File: config.mk
export PLATFORM = sky130hd
export DESIGN_NAME = cc_rbeat_serializer_flat
export DESIGN_NICKNAME = d
export VERILOG_FILES = /design/src/rtl/cc_pkg.sv /design/src/rtl/cc_rbeat_serializer_if.sv /design/src/rtl/cc_line_buf.sv /design/src/rtl/cc_rbeat_serializer.sv /design/src/flat_wrapper.sv
export SDC_FILE = /design/constraint.sdc
export NUM_CORES = 1
export LEC_CHECK = 0
export CORE_AREA = 2 2 356 288
export CTS_CLUSTER_SIZE = 30
export DETAILED_ROUTE_END_ITERATION = 10
export DIE_AREA = 0 0 358 290
export GPL_TIMING_DRIVEN = 0
export HOLD_SLACK_MARGIN = 0.15
export SYNTH_ARGS = -nofsm -noshare
export SYNTH_HDL_FRONTEND = slang
export SYNTH_SLANG_ARGS = --single-unit
File: constraint.sdc
create_clock -name clk -period 25.6 [get_ports clk]
set_clock_uncertainty 0.1 [all_clocks]
set_input_delay 2.56 -clock clk [delete_from_list [all_inputs] [get_ports clk]]
set_output_delay 2.56 -clock clk [all_outputs]
set_load 0.02 [all_outputs]
File: src/rtl/cc_pkg.sv
// Shared constants and types for the cache-controller R-beat serializer.
package cc_pkg;

  localparam int CC_LINE_W = 512;
  localparam int CC_BEAT_W = 64;
  localparam int CC_BEATS  = CC_LINE_W / CC_BEAT_W;
  localparam int CC_ID_W   = 4;
  localparam int CC_OFS_W  = $clog2(CC_BEATS);

  localparam logic [1:0] RRESP_OKAY = 2'b00;

  // One buffered cache line with its AXI ID and critical-word index.
  typedef struct packed {
    logic [CC_ID_W-1:0]   id;
    logic [CC_OFS_W-1:0]  ofs;
    logic [CC_LINE_W-1:0] data;
  } cc_line_entry_t;

  // Wrapping word index: critical word first, then ascending mod CC_BEATS.
  function automatic logic [CC_OFS_W-1:0] beat_idx(input logic [CC_OFS_W-1:0] ofs,
                                                    input logic [CC_OFS_W-1:0] cnt);
    return ofs + cnt;
  endfunction

endpackage

File: src/rtl/cc_rbeat_serializer_if.sv
// Line-in / R-beat-out bundle. slave = serializer view, master = producer/consumer view.
interface cc_rbeat_serializer_if #(
  parameter int ID_WIDTH   = cc_pkg::CC_ID_W,
  parameter int BEAT_WIDTH = cc_pkg::CC_BEAT_W,
  parameter int LINE_WIDTH = cc_pkg::CC_LINE_W
);
  // line side
  logic                  line_valid_i;
  logic                  line_ready_o;
  logic [ID_WIDTH-1:0]   line_id_i;
  logic [2:0]            line_ofs_i;
  logic [LINE_WIDTH-1:0] line_data_i;
  // INCT R channel
  logic [ID_WIDTH-1:0]   inct_rid_o;
  logic [BEAT_WIDTH-1:0] inct_rdata_o;
  logic [1:0]            inct_rresp_o;
  logic                  inct_rlast_o;
  logic                  inct_rvalid_o;
  logic                  inct_rready_i;

  modport slave (
    input  line_valid_i, line_id_i, line_ofs_i, line_data_i, inct_rready_i,
    output line_ready_o, inct_rid_o, inct_rdata_o, inct_rresp_o, inct_rlast_o, inct_rvalid_o
  );

  modport master (
    output line_valid_i, line_id_i, line_ofs_i, line_data_i, inct_rready_i,
    input  line_ready_o, inct_rid_o, inct_rdata_o, inct_rresp_o, inct_rlast_o, inct_rvalid_o
  );
endinterface

File: src/rtl/cc_line_buf.sv
// Two-entry line FIFO: one line drains from the head while the next loads at the tail.
// ready_o is registered and reflects next-cycle occupancy < 2.
module cc_line_buf
  import cc_pkg::*;
(
  input  logic           clk,
  input  logic           rst_n,
  input  logic           push_i,
  input  cc_line_entry_t push_entry_i,
  input  logic           pop_i,
  output cc_line_entry_t head_o,
  output logic           full_o,
  output logic           empty_o,
  output logic           ready_o
);
  localparam int DEPTH = 2;

  cc_line_entry_t mem_q [DEPTH];
  logic           head_q, head_d;
  logic           tail_q, tail_d;
  logic [1:0]     occ_q, occ_d;
  logic           ready_q, ready_d;

  // Pointer/occupancy next state; simultaneous push+pop keeps occupancy.
  always_comb begin
    head_d = head_q;
    tail_d = tail_q;
    occ_d  = occ_q;
    if (push_i) tail_d = ~tail_q;
    if (pop_i)  head_d = ~head_q;
    case ({push_i, pop_i})
      2'b10:   occ_d = occ_q + 2'd1;
      2'b01:   occ_d = occ_q - 2'd1;
      default: occ_d = occ_q;
    endcase
    ready_d = (occ_d < 2'd2);
  end

  // Control state; ready stays low through reset and rises on the first edge after.
  always_ff @(posedge clk or negedge rst_n) begin
    if (!rst_n) begin
      head_q  <= 1'b0;
      tail_q  <= 1'b0;
      occ_q   <= 2'd0;
      ready_q <= 1'b0;
    end else begin
      head_q  <= head_d;
      tail_q  <= tail_d;
      occ_q   <= occ_d;
      ready_q <= ready_d;
    end
  end

  // Line storage; contents are don't-care after reset so no reset here.
  always_ff @(posedge clk) begin
    if (push_i) mem_q[tail_q] <= push_entry_i;
  end

  assign head_o  = mem_q[head_q];
  assign full_o  = (occ_q == 2'd2);
  assign empty_o = (occ_q == 2'd0);
  assign ready_o = ready_q;

endmodule

File: src/rtl/cc_rbeat_serializer.sv
// Cache-line to AXI R-burst serializer: each 512-bit line leaves as an 8-beat
// wrapping burst, critical word first, rlast on the 8th beat.
// Optional perf counters (stall/burst) are built when CC_RBEAT_PERF_EN is defined.
module cc_rbeat_serializer
  import cc_pkg::*;
(
  input  logic clk,
  input  logic rst_n,
  cc_rbeat_serializer_if.slave bus
`ifdef CC_RBEAT_PERF_EN
  ,
  output logic [31:0] stall_cnt_o,
  output logic [31:0] burst_cnt_o
`endif
);
  localparam logic [CC_OFS_W-1:0] LAST_BEAT = CC_OFS_W'(CC_BEATS - 1);

  cc_line_entry_t                     wr_entry, head;
  logic                               push, pop, full, empty, ready;
  logic                               rvalid, beat_hs, last_beat;
  logic [CC_OFS_W-1:0]                cnt_q, cnt_d, idx;
  logic [CC_BEATS-1:0][CC_BEAT_W-1:0] words;

  assign wr_entry = {bus.line_id_i, bus.line_ofs_i, bus.line_data_i};
  // full is redundant with ready but keeps the buffer safe on its own.
  assign push     = bus.line_valid_i && ready && !full;

  cc_line_buf u_buf (
    .clk          (clk),
    .rst_n        (rst_n),
    .push_i       (push),
    .push_entry_i (wr_entry),
    .pop_i        (pop),
    .head_o       (head),
    .full_o       (full),
    .empty_o      (empty),
    .ready_o      (ready)
  );

  assign rvalid    = !empty;
  assign beat_hs   = rvalid && bus.inct_rready_i;
  assign last_beat = (cnt_q == LAST_BEAT);
  assign pop       = beat_hs && last_beat;

  // Beat counter advances per handshake and restarts when the line retires.
  always_comb begin
    cnt_d = cnt_q;
    if (pop)          cnt_d = '0;
    else if (beat_hs) cnt_d = cnt_q + 1'b1;
  end

  // Beat counter register; reset drops any partial burst.
  always_ff @(posedge clk or negedge rst_n) begin
    if (!rst_n) cnt_q <= '0;
    else        cnt_q <= cnt_d;
  end

  // Outputs depend only on head/cnt, so they hold steady under backpressure.
  assign words = head.data;
  assign idx   = beat_idx(head.ofs, cnt_q);

  assign bus.line_ready_o  = ready;
  assign bus.inct_rvalid_o = rvalid;
  assign bus.inct_rid_o    = rvalid ? head.id : '0;
  assign bus.inct_rdata_o  = rvalid ? words[idx] : '0;
  assign bus.inct_rlast_o  = rvalid && last_beat;
  assign bus.inct_rresp_o  = RRESP_OKAY;

`ifdef CC_RBEAT_PERF_EN
  logic [31:0] stall_q, burst_q;

  // Saturating counters: stalled beat cycles and completed bursts.
  always_ff @(posedge clk or negedge rst_n) begin
    if (!rst_n) begin
      stall_q <= '0;
      burst_q <= '0;
    end else begin
      if (rvalid && !bus.inct_rready_i && (stall_q != 32'hFFFF_FFFF)) stall_q <= stall_q + 32'd1;
      if (pop && (burst_q != 32'hFFFF_FFFF))                          burst_q <= burst_q + 32'd1;
    end
  end

  assign stall_cnt_o = stall_q;
  assign burst_cnt_o = burst_q;
`endif

endmodule

File: src/flat_wrapper.sv
// flat-port wrapper written by rule: the top's interface ports become plain ports
module cc_rbeat_serializer_flat import cc_pkg::*;
  (clk, rst_n, bus_line_valid_i, bus_line_id_i, bus_line_ofs_i, bus_line_data_i, bus_inct_rready_i, bus_line_ready_o, bus_inct_rid_o, bus_inct_rdata_o, bus_inct_rresp_o, bus_inct_rlast_o, bus_inct_rvalid_o);
  cc_rbeat_serializer_if bus_i ();
  input  logic clk;
  input  logic rst_n;
  input wire logic [$bits(bus_i.line_valid_i)-1:0] bus_line_valid_i;
  input wire logic [$bits(bus_i.line_id_i)-1:0] bus_line_id_i;
  input wire logic [$bits(bus_i.line_ofs_i)-1:0] bus_line_ofs_i;
  input wire logic [$bits(bus_i.line_data_i)-1:0] bus_line_data_i;
  input wire logic [$bits(bus_i.inct_rready_i)-1:0] bus_inct_rready_i;
  output wire logic [$bits(bus_i.line_ready_o)-1:0] bus_line_ready_o;
  output wire logic [$bits(bus_i.inct_rid_o)-1:0] bus_inct_rid_o;
  output wire logic [$bits(bus_i.inct_rdata_o)-1:0] bus_inct_rdata_o;
  output wire logic [$bits(bus_i.inct_rresp_o)-1:0] bus_inct_rresp_o;
  output wire logic [$bits(bus_i.inct_rlast_o)-1:0] bus_inct_rlast_o;
  output wire logic [$bits(bus_i.inct_rvalid_o)-1:0] bus_inct_rvalid_o;
  assign bus_i.line_valid_i = bus_line_valid_i;
  assign bus_i.line_id_i = bus_line_id_i;
  assign bus_i.line_ofs_i = bus_line_ofs_i;
  assign bus_i.line_data_i = bus_line_data_i;
  assign bus_i.inct_rready_i = bus_inct_rready_i;
  assign bus_line_ready_o = bus_i.line_ready_o;
  assign bus_inct_rid_o = bus_i.inct_rid_o;
  assign bus_inct_rdata_o = bus_i.inct_rdata_o;
  assign bus_inct_rresp_o = bus_i.inct_rresp_o;
  assign bus_inct_rlast_o = bus_i.inct_rlast_o;
  assign bus_inct_rvalid_o = bus_i.inct_rvalid_o;
  cc_rbeat_serializer u_core (.clk(clk), .rst_n(rst_n), .bus(bus_i));
endmodule
Word level (Yosys, flattened, before mapping)

Memory sizes are Yosys's and may differ from the RTL's.
Cells that the tools add are included.

Add/subtract/negate cells: 4
Magnitude comparators: 2
Equal/unequal tests: 4
Multiplexer cells: 9
Bitwise operators: 2
Reduce and logical (&&, ||, !) cells: 9

Operator list:

| operator                                                                      | count |
|---|---|
| 64-bit binary-select mux with 3-bit select                                    | 1 |
| 64-bit 2-to-1 mux                                                             | 2 |
| 3-bit 2-to-1 mux                                                              | 2 |
| 1-bit logical AND                                                             | 5 |
| 2-bit == test (second input constant)                                         | 2 |
| 3-bit by 4-bit less-than comparator with 1-bit output (second input constant) | 1 |
| 4-bit 2-to-1 mux                                                              | 1 |
| 2-bit case mux with 2 select lines                                            | 1 |
| 3-bit by 1-bit adder with 3-bit output (second input constant)                | 1 |
| 3-bit adder                                                                   | 1 |
| 3-bit == test (second input constant)                                         | 1 |
| 2-bit by 1-bit adder with 2-bit output (second input constant)                | 1 |
| 2-bit by 1-bit == test with 1-bit output (second input constant)              | 1 |
| 1-bit logical NOT                                                             | 2 |
| 2-bit logical NOT                                                             | 1 |
| 2-bit less-than comparator (second input constant)                            | 1 |
| 1-bit 2-to-1 mux                                                              | 2 |
| 1-bit NOT                                                                     | 2 |
| 2-bit nonzero test                                                            | 1 |
| 2-bit by 1-bit subtractor with 2-bit output (second input constant)           | 1 |

Bits in registers: 8
Bits in writable memories: 1,038
Input bits: 523
Word-level logic and storage cells: 36
Memories kept: 1

Memories:

| memory             | depth | bits a word | read ports | clocked after memory_dff | write ports | line              | RTL |
|---|---|---|---|---|---|---|---|
| u_core.u_buf.mem_q | 2     | 519         | 1          | 0                        | 1           | cc_line_buf.sv:18 | `cc_line_entry_t mem_q [DEPTH];` |

Logic depth before layout (Yosys ltp)

Gate-level depths: netlist of run 1.

Depth in word-level cells: 7
Depth in mapped cells: 12
Gate-level depth less buffers: 8

By module

Synthesis of run 1 repeated with hierarchy kept, for this count alone.

Cells, all modules: 2,036
Area total of the unflattened synthesis: 42,508.3 µm²

Modules (own cells, without submodules):

| module              | instances | cells each | area an instance (µm²) | sequential area each (µm²) |
|---|---|---|---|---|
| cc_line_buf         | 1         | 1,633      | 37,866.3               | 31,295.0 |
| cc_rbeat_serializer | 1         | 403        | 4,642.0                | 75.1 |

Least setup slack after synthesis of run 1

OpenSTA, ideal clock, no wires.

Path kind: input to register
Start: input port bus_line_valid_i
End: memory u_core.u_buf.mem_q[0][0] (netlist name), enable pin
Setup time: 1.416 ns
Arrival: 24.220 ns
Required time: 24.084 ns
Path slack: -0.137 ns
Stages on the path: 2
Path buffers: 0
Path through: o211ai_1 nor2_1

Cells in the longest elaborated chain, start to end: 4

Ends and longest elaborated chain:

| what                                   | line                      | RTL |
|---|---|---|
| start, declared                        | flat_wrapper.sv:7         | `input wire logic [$bits(bus_i.line_valid_i)-1:0] bus_line_valid_i;` |
| 1-bit logical AND (2 in a row)         | cc_rbeat_serializer.sv:26 | `assign push = bus.line_valid_i && ready && !full;` |
| 1-bit 2-to-1 mux                       | cc_line_buf.sv:56         | `if (push_i) mem_q[tail_q] <= push_entry_i;` |
| 1-bit 2-to-1 mux (not written as such) | cc_line_buf.sv:56         |  |
| end, declared                          | cc_line_buf.sv:18         |  |

Every way passes these cells.

Worst setup path after layout of run 1

Start: register u_core.u_buf.head_q
End: output port bus_inct_rdata_o[4]

Cells in the longest elaborated chain, start to end: 5

Ends and longest elaborated chain:

| what                                         | line                      | RTL |
|---|---|---|
| start, declared                              | cc_line_buf.sv:19         | `logic head_q, head_d;` |
| start signal, assigned                       | cc_line_buf.sv:42         | `head_q <= 1'b0;` |
| start signal, assigned                       | cc_line_buf.sv:47         | `head_q <= head_d;` |
| memory 2 x 519 bit *                         | --                        |  |
| 3-bit adder                                  | cc_pkg.sv:22              | `return ofs + cnt;` |
| 64-bit binary-select mux with 3-bit select * | cc_rbeat_serializer.sv:65 | `assign bus.inct_rdata_o = rvalid ? words[idx] : '0;` |
| 64-bit 2-to-1 mux (not written as such) *    | cc_rbeat_serializer.sv:65 |  |
| 64-bit 2-to-1 mux *                          | cc_rbeat_serializer.sv:65 |  |
| end, declared                                | flat_wrapper.sv:14        | `output wire logic [$bits(bus_i.inct_rdata_o)-1:0] bus_inct_rdata_o;` |

Every way passes the cells marked *; elsewhere a longest branch is shown, timed or not. The select of a mux whose other input is x is not followed.

==> results.yml, run 1 <==
power:
  power.density_nw_per_um2: 137
  ir_worst_vdd_mv: 0.0740
  cellLeakagePower_nw: 16.7
logic_synthesis:
  post_synth_inst_count: 1629
  synthArstFlopShare_pct: 0.765
  post_synth_num_cell_types: 31
  yosys_reg_bits: 1046
  synth-compound-area-share_pct: 1.08
  synth_mux_area_share_pct: 17.9
  yosysMostFrequentCell: "edfxtp_1"
  yosys.area_share.adder_pct: 0.176
  synthDominantCellAreaShare_pct: 78.3
  parity_gate_share_of_the_synthesized_area_counting_xor_and_xnor_cells_pct: 0.154
  yosys_warnings: 0
  mappedNetlistArea_sq_um: 39800
  synth_enable_flop_cells: 1038
  yosysSeqAreaShare_pct: 78.8
  synth_top_flop_cell: "edfxtp_1"
  synth-simple-area-share_pct: 0.211
  synthTopCellsByCount: "edfxtp_1, mux4_2, mux2i_1, o22ai_1, buf_6"
  synth_top_family_by_area: "multiplexers"
  synth_largest_area_cell: "edfxtp_1"
  ys_top_cells_by_area: "edfxtp_1, mux4_2, mux2i_1"
  avgSynthCellArea_sq_um: 24.4
timing:
  report.final.hold_viol_count: 0
  timing_max_transition_violations_final: 0
  final_min_period_over_clock_period_pct: 33.0
  finalSetupViolCount: 0
  max_slew_margin_pct: 21.8
  worst_pin_slew_ps: 1170
  rsz0062_at_grt: "no"
  whs_ps: 442
  setup_tns_final_ps: 0
  max_clock_freq_mhz: 118
  layout_min_cycle_time_ps: 8440
setup_path:
  crit-reg2reg-capture: "u_core.u_buf.mem_q[0][443]$_DFFE_PP_"
  crit_path_max_fanout: 10
  setup.worst_path.class: "reg2out"
  required_ps: 22940
  setup.worst_path.start_class: "register"
  cp_arrival_ps: 5780
  worstSetupEndpointType: "output pin"
  rr_worst_depth: 10
  regToRegSetupSlack_ps: 22080
clock_tree:
  cts_max_level: 3
  cts.clk_slew.worst_paths_ps: 60
  cts-root-to-sink-buffers: 3
  numCtsBuffers: 104
  hold_buf_count_cts: 0
  clock-root-buffer: "clkbuf_16"
  cts_sinks: 1046
  tritoncts: "built"
  cts_post_setup_buffers_inserted: 0
  clock_insertion_delay_worst_skew_ps: 680
  cts-resized-gates: 0
floorplan:
  design.portCount: 596
  floorplan.die.height_microns: 290
  initial_standard_cell_utilization_of_the_core_pct: 39.8
  area_of_the_die_sq_um: 104000
  die_width_microns: 358
  rows: 104
  floorplan.core_area_sq_um: 99900
routing:
  drc_markers: 0
  drt.antenna.violating_nets: 0
  wl_per_instance_microns: 27.7
  detail_route.iter0.violations: 1652
  post_drt_via_cell_ratio: 5.24
  detail_route.first_pass.iterations: 5
  detailroute.via_count: 19876
  wirelength_microns: 105000
final_layout:
  post_route_cells_drive_above_1_share_pct: 20.4
  nets: 2894
  areaGrowthSynthToFinish_pct: 29.5
global_route:
  grt_pass1_wl_microns: 148000
  grt_remaining_overflow: 0
  first_global_vias: 21374
  antenna_found_initial: 59
  grt_start_max_net_pins: 35
  grt_use_total_pct: 20.0
worst_hold_path:
  whs_path_depth: 2
  worstHoldEndpoint: "u_core.cnt_q[1]$_DFFE_PN0P_"
  holdCritStartpoint: "u_core.cnt_q[1]$_DFFE_PN0P_"
  timing.hold.worst.class: "reg2reg"
placement:
  finalWeightedCongestion: 0.810
  port_buffers: 593
  place_hpwl_microns: 74300
outcome:
  run_status: "finished, final reports clean"
job:
  max_cap_violations: 0
-- worst max-delay path by stage --
stage	startpoint	end	depth (start not counted)
2_1_floorplan	bus_line_valid_i	u_core.u_buf.mem_q[0][0]$_DFFE_PP_	2
3_5_place_dp	u_core.u_buf.head_q$_DFFE_PN0P_	bus_inct_rdata_o[4]	11
6_report	u_core.u_buf.head_q$_DFFE_PN0P_	bus_inct_rdata_o[4]	11
3_3_place_gp	bus_line_valid_i	u_core.u_buf.mem_q[1][182]$_DFFE_PP_	3
4_1_cts	u_core.u_buf.head_q$_DFFE_PN0P_	bus_inct_rdata_o[4]	11
5_1_grt	u_core.u_buf.head_q$_DFFE_PN0P_	bus_inct_rdata_o[4]	11
-- layer usage --
layer | vias up | global-route usage, % | wire [microns]
li1 | 8546 | - | -
met1 | 10292 | 25.6 | 41700
met2 | 776 | 32.3 | 51200
met3 | 190 | 7.22 | 9720
met4 | 72 | 5.04 | 1990
met5 | - | 0 | 466
-- power by group --
part           internal [W]  switching [W]  total (W)  leakage [nW]
clock              0.000850       0.000634    0.00148          1.61
combinational       0.00151        0.00180    0.00331          5.55
sequential          0.00220      0.0000638    0.00227          9.56
total               0.00457        0.00250    0.00707          16.7
-- cells in the final DEF (no fill, tap or decap), types with 3 or more instances in the layout --
cell type	instances
edfxtp_1	1038
clkbuf_16	106
clkdlybuf4s50_1	593
buf_2	23
bufinv_16	9
diode_2	20
buf_16	5
buf_6	33
mux4_2	252
clkinv_1	20
ha_1	4
buf_12	33
clkinv_2	20
xnor2_1	6
mux4_1	4
buf_1	13
o22ai_1	63
clkinv_8	3
clkbuf_1	38
buf_4	5
inv_1	6
nand2_1	3
nor2_1	6
dfrtp_1	8
mux2i_1	134
-- flip-flops by register name (all words and copies together), names as in the netlist, named ones only --
signal / count
u_core.cnt_q: 3
u_core.u_buf.mem_q: 1038
u_core.u_buf.head_q: 1
u_core.u_buf.occ_q: 1
u_core.u_buf.tail_q: 1
u_core.u_buf.ready_o: 1
-- cells by family after synthesis --
family                   Yosys count
multiplexers                     391
other                              1
adder cells (fa/ha/maj)            5
flip-flops                      1046
AO/OA/AOI/OAI                     68
AND/OR/NAND/NOR                   18
buffers and inverters             93
XOR/XNOR                           7
-- worst max-delay path, stage by stage, from the launching register on --
cell and delay [ps]:
dfrtp_1 320, buf_4 280, buf_6 290, buf_2 540, mux2i_1 210, fa_1 600
clkbuf_1 800, buf_2 530, mux4_2 370, mux2i_1 420, o22ai_1 140, clkdlybuf4s50_1 590
-- through the flow --
stage	std cells	cell area (sq um)	setup slack [ps]	utilization [%]	power, W
floorplan	1630	39800	-137	-	0.00457
global placement	3548	47400	-11780	47.4	0.00601
detailed placement	3585	48200	17530	48.2	0.00568
CTS	3774	51500	16740	51.5	0.00718
global route	3784	51500	16730	51.6	0.00738
finish	3794	51600	17160	51.6	0.00707
-- layout make-up --
type / count / area (sq um)
fillers: 7862 / 48400
flip-flops and latches: 1046 / 31400
multi-input cells: 491 / 7800
repair buffers: 630 / 6710
clock buffers: 132 / 2750
well taps: 1325 / 1660
plain buffers: 87 / 638
clock inverters: 57 / 547
diodes: 20 / 50.0
inverters: 6 / 22.5
Note: power is estimated with default switching activity, not from simulation.
==> run 2: changes to the inputs <==
- clock period: 25.6 -> 8.5 ns (I/O delays scaled with it)
==> results.yml, run 2 (synthesis results as in run 1) <==
outcome:
  run_status: "finished, final reports clean"
final_layout:
  nets: 2895
  layout_commonest_cell: "edfxtp_1"
  post_route_cells_drive_above_1_share_pct: 20.7
  post-route-cell-area_sq_um: 51600
  flip_flop_count_of_the_largest_register_all_copies_and_words_added: 1038
  n_fill_cell: 7843
  areaGrowthSynthToFinish_pct: 29.5
  biggestRegsByFlops: "u_core.u_buf.mem_q x1038, u_core.cnt_q x3"
  regMostFlops: "u_core.u_buf.mem_q"
  finalCoreUtilization_pct: 51.6
  final_cell_mix: "edfxtp_1, clkdlybuf4s50_1, mux4_2"
timing:
  final_min_period_over_clock_period_pct: 78.9
  report.final.hold_viol_count: 0
  rsz0062_at_grt: "no"
  finalSetupViolCount: 0
  layout_min_cycle_time_ps: 6710
  timing_max_transition_violations_final: 0
  max_clock_freq_mhz: 149
  max_slew_margin_pct: 24.1
  worst_pin_slew_ps: 1140
  layout_setup_ws_ps: 1790
global_route:
  grt_use_total_pct: 20.3
  grt_start_max_net_pins: 34
  grt_pass1_wl_microns: 150000
  first_global_vias: 21757
  grt_remaining_overflow: 0
  antenna_found_initial: 62
setup_path:
  setup.worst_path.start_class: "register"
  required_ps: 7550
  crit-reg2reg-capture: "u_core.u_buf.mem_q[1][373]$_DFFE_PP_"
  cp.depth: 11
  worstSetupEndpointType: "output pin"
  crit_path_max_fanout: 11
  crit_path_leading_delay_family: "buffers and inverters"
  timing.critical_path.slowest_cell_delay_ps: 750
  setup.worst_path.class: "reg2out"
  cp_arrival_ps: 5760
  regToRegSetupSlack_ps: 4910
  slowest_stage: "clkbuf_1"
  cell_chain_critical_path: "buf_4 -> buf_6 -> buf_2 -> mux2i_1 -> fa_1 -> clkbuf_1 -> buf_2 -> mux4_2 -> mux2i_1 -> o22ai_2 -> clkdlybuf4s50_1"
  rr_worst_depth: 10
  cp_num_buf_inv: 6
clock_tree:
  cts-root-to-sink-buffers: 3
  tritoncts: "built"
  cts_post_setup_buffers_inserted: 0
  cts.clk_slew.worst_paths_ps: 60
  numCtsBuffers: 104
  cts-resized-gates: 0
  clock_insertion_delay_worst_skew_ps: 680
  hold_buf_count_cts: 0
  clock-root-buffer: "clkbuf_16"
  cts_max_level: 3
  cts_sinks: 1046
floorplan:
  area_of_the_die_sq_um: 104000
  die_width_microns: 358
  rows: 104
  design.portCount: 596
  initial_standard_cell_utilization_of_the_core_pct: 39.8
  floorplan.die.height_microns: 290
  floorplan.core_area_sq_um: 99900
placement:
  post-place-ws_ps: 2230
  dpl_cell_area_sq_um: 48200
  place_hpwl_microns: 75200
  port_buffers: 593
  finalWeightedCongestion: 0.802
routing:
  detailroute.via_count: 19853
  wirelength_microns: 105000
  wl_per_instance_microns: 27.7
  drc_markers: 0
  detail_route.first_pass.iterations: 7
  post_drt_via_cell_ratio: 5.22
  detail_route.iter0.violations: 1743
  drt.antenna.violating_nets: 0
power:
  cellLeakagePower_nw: 16.7
  ir_worst_vdd_mv: 0.256
  power.density_nw_per_um2: 411
  totalPowerFinal_w: 0.0212
job:
  max_cap_violations: 0
worst_hold_path:
  timing.hold.worst.class: "in2async"
[run 2: how the worst max path moves through the flow]
stage / from / end
floorplan: bus_line_valid_i / u_core.u_buf.mem_q[0][0]$_DFFE_PP_
global placement: bus_line_valid_i / u_core.u_buf.mem_q[0][57]$_DFFE_PP_
detailed placement: u_core.u_buf.head_q$_DFFE_PN0P_ / bus_inct_rdata_o[2]
CTS: u_core.u_buf.head_q$_DFFE_PN0P_ / bus_inct_rdata_o[2]
global route: u_core.u_buf.head_q$_DFFE_PN0P_ / bus_inct_rdata_o[2]
finish: u_core.u_buf.head_q$_DFFE_PN0P_ / bus_inct_rdata_o[2]
[run 2: area by class of cell]
type,count,area [sq um],share of cell area [%]
diodes,27,67.6,0.131
plain buffers,87,638,1.24
clock buffers,117,2670,5.18
clock inverters,75,584,1.13
inverters,6,22.5,0.0437
multi-input cells,491,7800,15.1
flip-flops and latches,1046,31400,60.8
well taps,1325,1660,3.22
repair buffers,631,6750,13.1
[run 2: power by group]
group | internal [W] | leakage (nW) | total, W | switching [W]
Clock | 0.00245 | 1.59 | 0.00440 | 0.00194
Combinational | 0.00457 | 5.56 | 0.00994 | 0.00538
Sequential | 0.00664 | 9.56 | 0.00683 | 0.000192
Total | 0.0137 | 16.7 | 0.0212 | 0.00751
[run 2: through the flow]
stage	TNS, ps	cells	hold slack, ps
finish	0	3805	342
floorplan	-873420	1630	375
global placement	-5224710	3548	422
global route	0	3786	324
CTS	0	3778	279
detailed placement	0	3586	431
[run 2: per-layer routing]
layer	track usage [%]	vias to the layer above	wire (microns)
met5	0	-	433
met4	5.95	68	2280
met3	7.08	201	10300
met2	32.7	719	51800
met1	25.8	10300	40600
li1	-	8565	-
==> patch: new RTL, settings of run 1 <==
Set the package constant `CC_ID_W` to 6 (it was 4).
--- a/src/rtl/cc_pkg.sv
+++ b/src/rtl/cc_pkg.sv
@@ -4,7 +4,7 @@
   localparam int CC_LINE_W = 512;
   localparam int CC_BEAT_W = 64;
   localparam int CC_BEATS  = CC_LINE_W / CC_BEAT_W;
-  localparam int CC_ID_W   = 4;
+  localparam int CC_ID_W   = 6;
   localparam int CC_OFS_W  = $clog2(CC_BEATS);
 
   localparam logic [1:0] RRESP_OKAY = 2'b00;
Ports: changed (resized bus_inct_rid_o and bus_line_id_i); port bits go from 596 to 600. No check against the original RTL was run, so the function may have changed too.
==> patch against run 1 <==
  * Utilization up 0.098 points
  * Wire length down 0.61%
  * Sequential cell count is 4 higher
  * Worst setup slack worse by 0.12 ns
  * Total power down 0.60%
  * Synthesized area increased by 0.20%
  * Sequential share of layout area increased by 0.12 points
  * Design area up 0.19%
  * Critical endpoint is now bus_inct_rdata_o[1]
  * Largest cell class unchanged
==> patch: results (changes against run 1) <==
STATUS
---------------------------------------------------------------------------------
Run status                                                           finished clean   unchanged

FINISH
---------------------------------------------------------------------------------
Total number of nets in the final design                                     2910   was 2894
Max reg flops                                                                1042   was 1038
Layout cell share with drive strength beyond 1                              20.9%   was 20.4%
Regs by FF count                                                     u_core.u_buf.mem_q x1042, u_core.cnt_q x3   was u_core.u_buf.mem_q x1038, u_core.cnt_q x3
Number of standard cells in the layout, taps in and fillers out              3806   was 3794

TIMING
---------------------------------------------------------------------------------
Rel. slew slack                                                             13.7%   was 21.8%
Smallest hold slack                                                      0.441 ns   was 0.442 ns

SYNTHESIS
---------------------------------------------------------------------------------
Mean post-synth cell area                                              24.4 sq um   about the same
Share of async-settable or async-resettable flops after synthesis          0.762%   was 0.765%
Distinct cell type count of the synthesized netlist                            27   was 31
Number of enable-type register cells in the synthesized netlist              1042   was 1038
Biggest area contributors in the synthesized netlist                 sky130_fd_sc_hd__edfxtp_1 78%, sky130_fd_sc_hd__mux4_2 14%, sky130_fd_sc_hd__mux2i_1 3.4%   unchanged
Proportion of synthesized chip area in sequential cells                     78.9%   was 78.8%
Leading post-synthesis cells by instance count                       1042 x sky130_fd_sc_hd__edfxtp_1, 256 x sky130_fd_sc_hd__mux4_2, 136 x sky130_fd_sc_hd__mux2i_1   was 1038 x sky130_fd_sc_hd__edfxtp_1, 252 x sky130_fd_sc_hd__mux4_2, 134 x sky130_fd_sc_hd__mux2i_1

SETUP PATH
---------------------------------------------------------------------------------
Slack of the worst reg-to-reg path                                       22.50 ns   was 22.08 ns
Reg-to-Reg End                                                       u_core.u_buf.mem_q[1][407]   was u_core.u_buf.mem_q[0][443]
Timing endpoint of the critical path                                 bus_inct_rdata_o[1]   was bus_inct_rdata_o[4]
R2R depth                                                                       8   was 10

PLACED DESIGN
---------------------------------------------------------------------------------
IO Port Bufs                                                                  597   was 593
Placed wire-length estimate after detailed placement                 74900 microns   was 74300 microns
Total placed cells including tap cells                                       3599   was 3585
Final weighted congestion of routability-driven global placement            0.806   was 0.810

DRT
---------------------------------------------------------------------------------
Total iterations of the first detailed-routing run                              7   was 5
Routed length on met3                                                7470 microns   was 9720 microns
Starting DRC count in detailed routing                                       1624   was 1652
Routed wire per std cell                                             27.4 microns   was 27.7 microns
WL met1                                                              42100 microns   was 41700 microns
Detailed-routed wire length on met2                                  52100 microns   was 51200 microns
Vias after detailed routing                                                 19800   was 19900
Highest layer used for signal routing                                        met5   unchanged

CLOCK TREE
---------------------------------------------------------------------------------
Source-to-sink clock delay at the later pin of the worst-skew pair        0.65 ns   was 0.68 ns

GRT
---------------------------------------------------------------------------------
Met2 track utilization from global routing                                  32.9%   was 32.3%
Antenna violations before repair                                               40   was 59
Met1 Use GR                                                                 25.8%   was 25.6%
Global-route wire length before repair                               149000 microns   was 148000 microns
Via count of the first global-routing pass                                  21600   was 21400
GRT Util Overall                                                            19.9%   was 20.0%

PWR
---------------------------------------------------------------------------------
Static Leak                                                               16.8 nW   was 16.7 nW
Worst vdd rail ir drop                                                    96.3 uV   was 74.0 uV

## patch: critical path, stage by stage, from the launching register on
cell and delay (ns):
sky130_fd_sc_hd__dfrtp_1 0.32, sky130_fd_sc_hd__buf_2 0.11, sky130_fd_sc_hd__buf_2 0.43, sky130_fd_sc_hd__buf_2 0.53, sky130_fd_sc_hd__mux2i_1 0.18, sky130_fd_sc_hd__fa_1 0.57
sky130_fd_sc_hd__clkbuf_1 0.79, sky130_fd_sc_hd__buf_2 0.56, sky130_fd_sc_hd__mux4_2 0.37, sky130_fd_sc_hd__mux2i_1 0.51, sky130_fd_sc_hd__o22ai_1 0.22, sky130_fd_sc_hd__clkdlybuf4s50_1 0.64
## patch: through the flow
stage	setup WS (ns)	setup TNS (ns)	power (W)	instance area [sq um]	util, %
final	17.03	0	0.00702	51600	51.7
after global routing	16.44	0	0.00735	51600	51.7
after CTS	16.62	0	0.00714	51600	51.6
after detailed placement	17.37	0	0.00567	48400	48.4
after global placement	-11.49	-	0.00600	47500	47.6
after floorplan	-0.224	-232.95	0.00456	39900	-
## patch: where the power goes
group	switching, W	internal [W]
sequential	0.0000634	0.00221
clock	0.000637	0.000822
combinational	0.00179	0.00150
total	0.00249	0.00454
## patch: cell families (layout without fill, tap and decap cells)
kind of cell,count (synthesis),count (layout),share of synthesized area [%]
fa+ha+maj,5,5,0.176
other cells,1,20,0.00940
flops,1050,1050,78.9
xor+xnor,7,7,0.154
compound gates,68,68,1.07
mux,393,393,17.9
buf+inv,94,918,1.54
simple gates,20,20,0.223
## patch: layout make-up
cell class	instances	area, sq um
fill	7818	48300
sequential	1050	31500
multi-input combinational	495	7810
timing repair buffer	635	6780
clock buffer	119	2680
tap	1325	1660
buffer	88	593
clock inverter	70	573
antenna	18	45.0
inverter	6	22.5
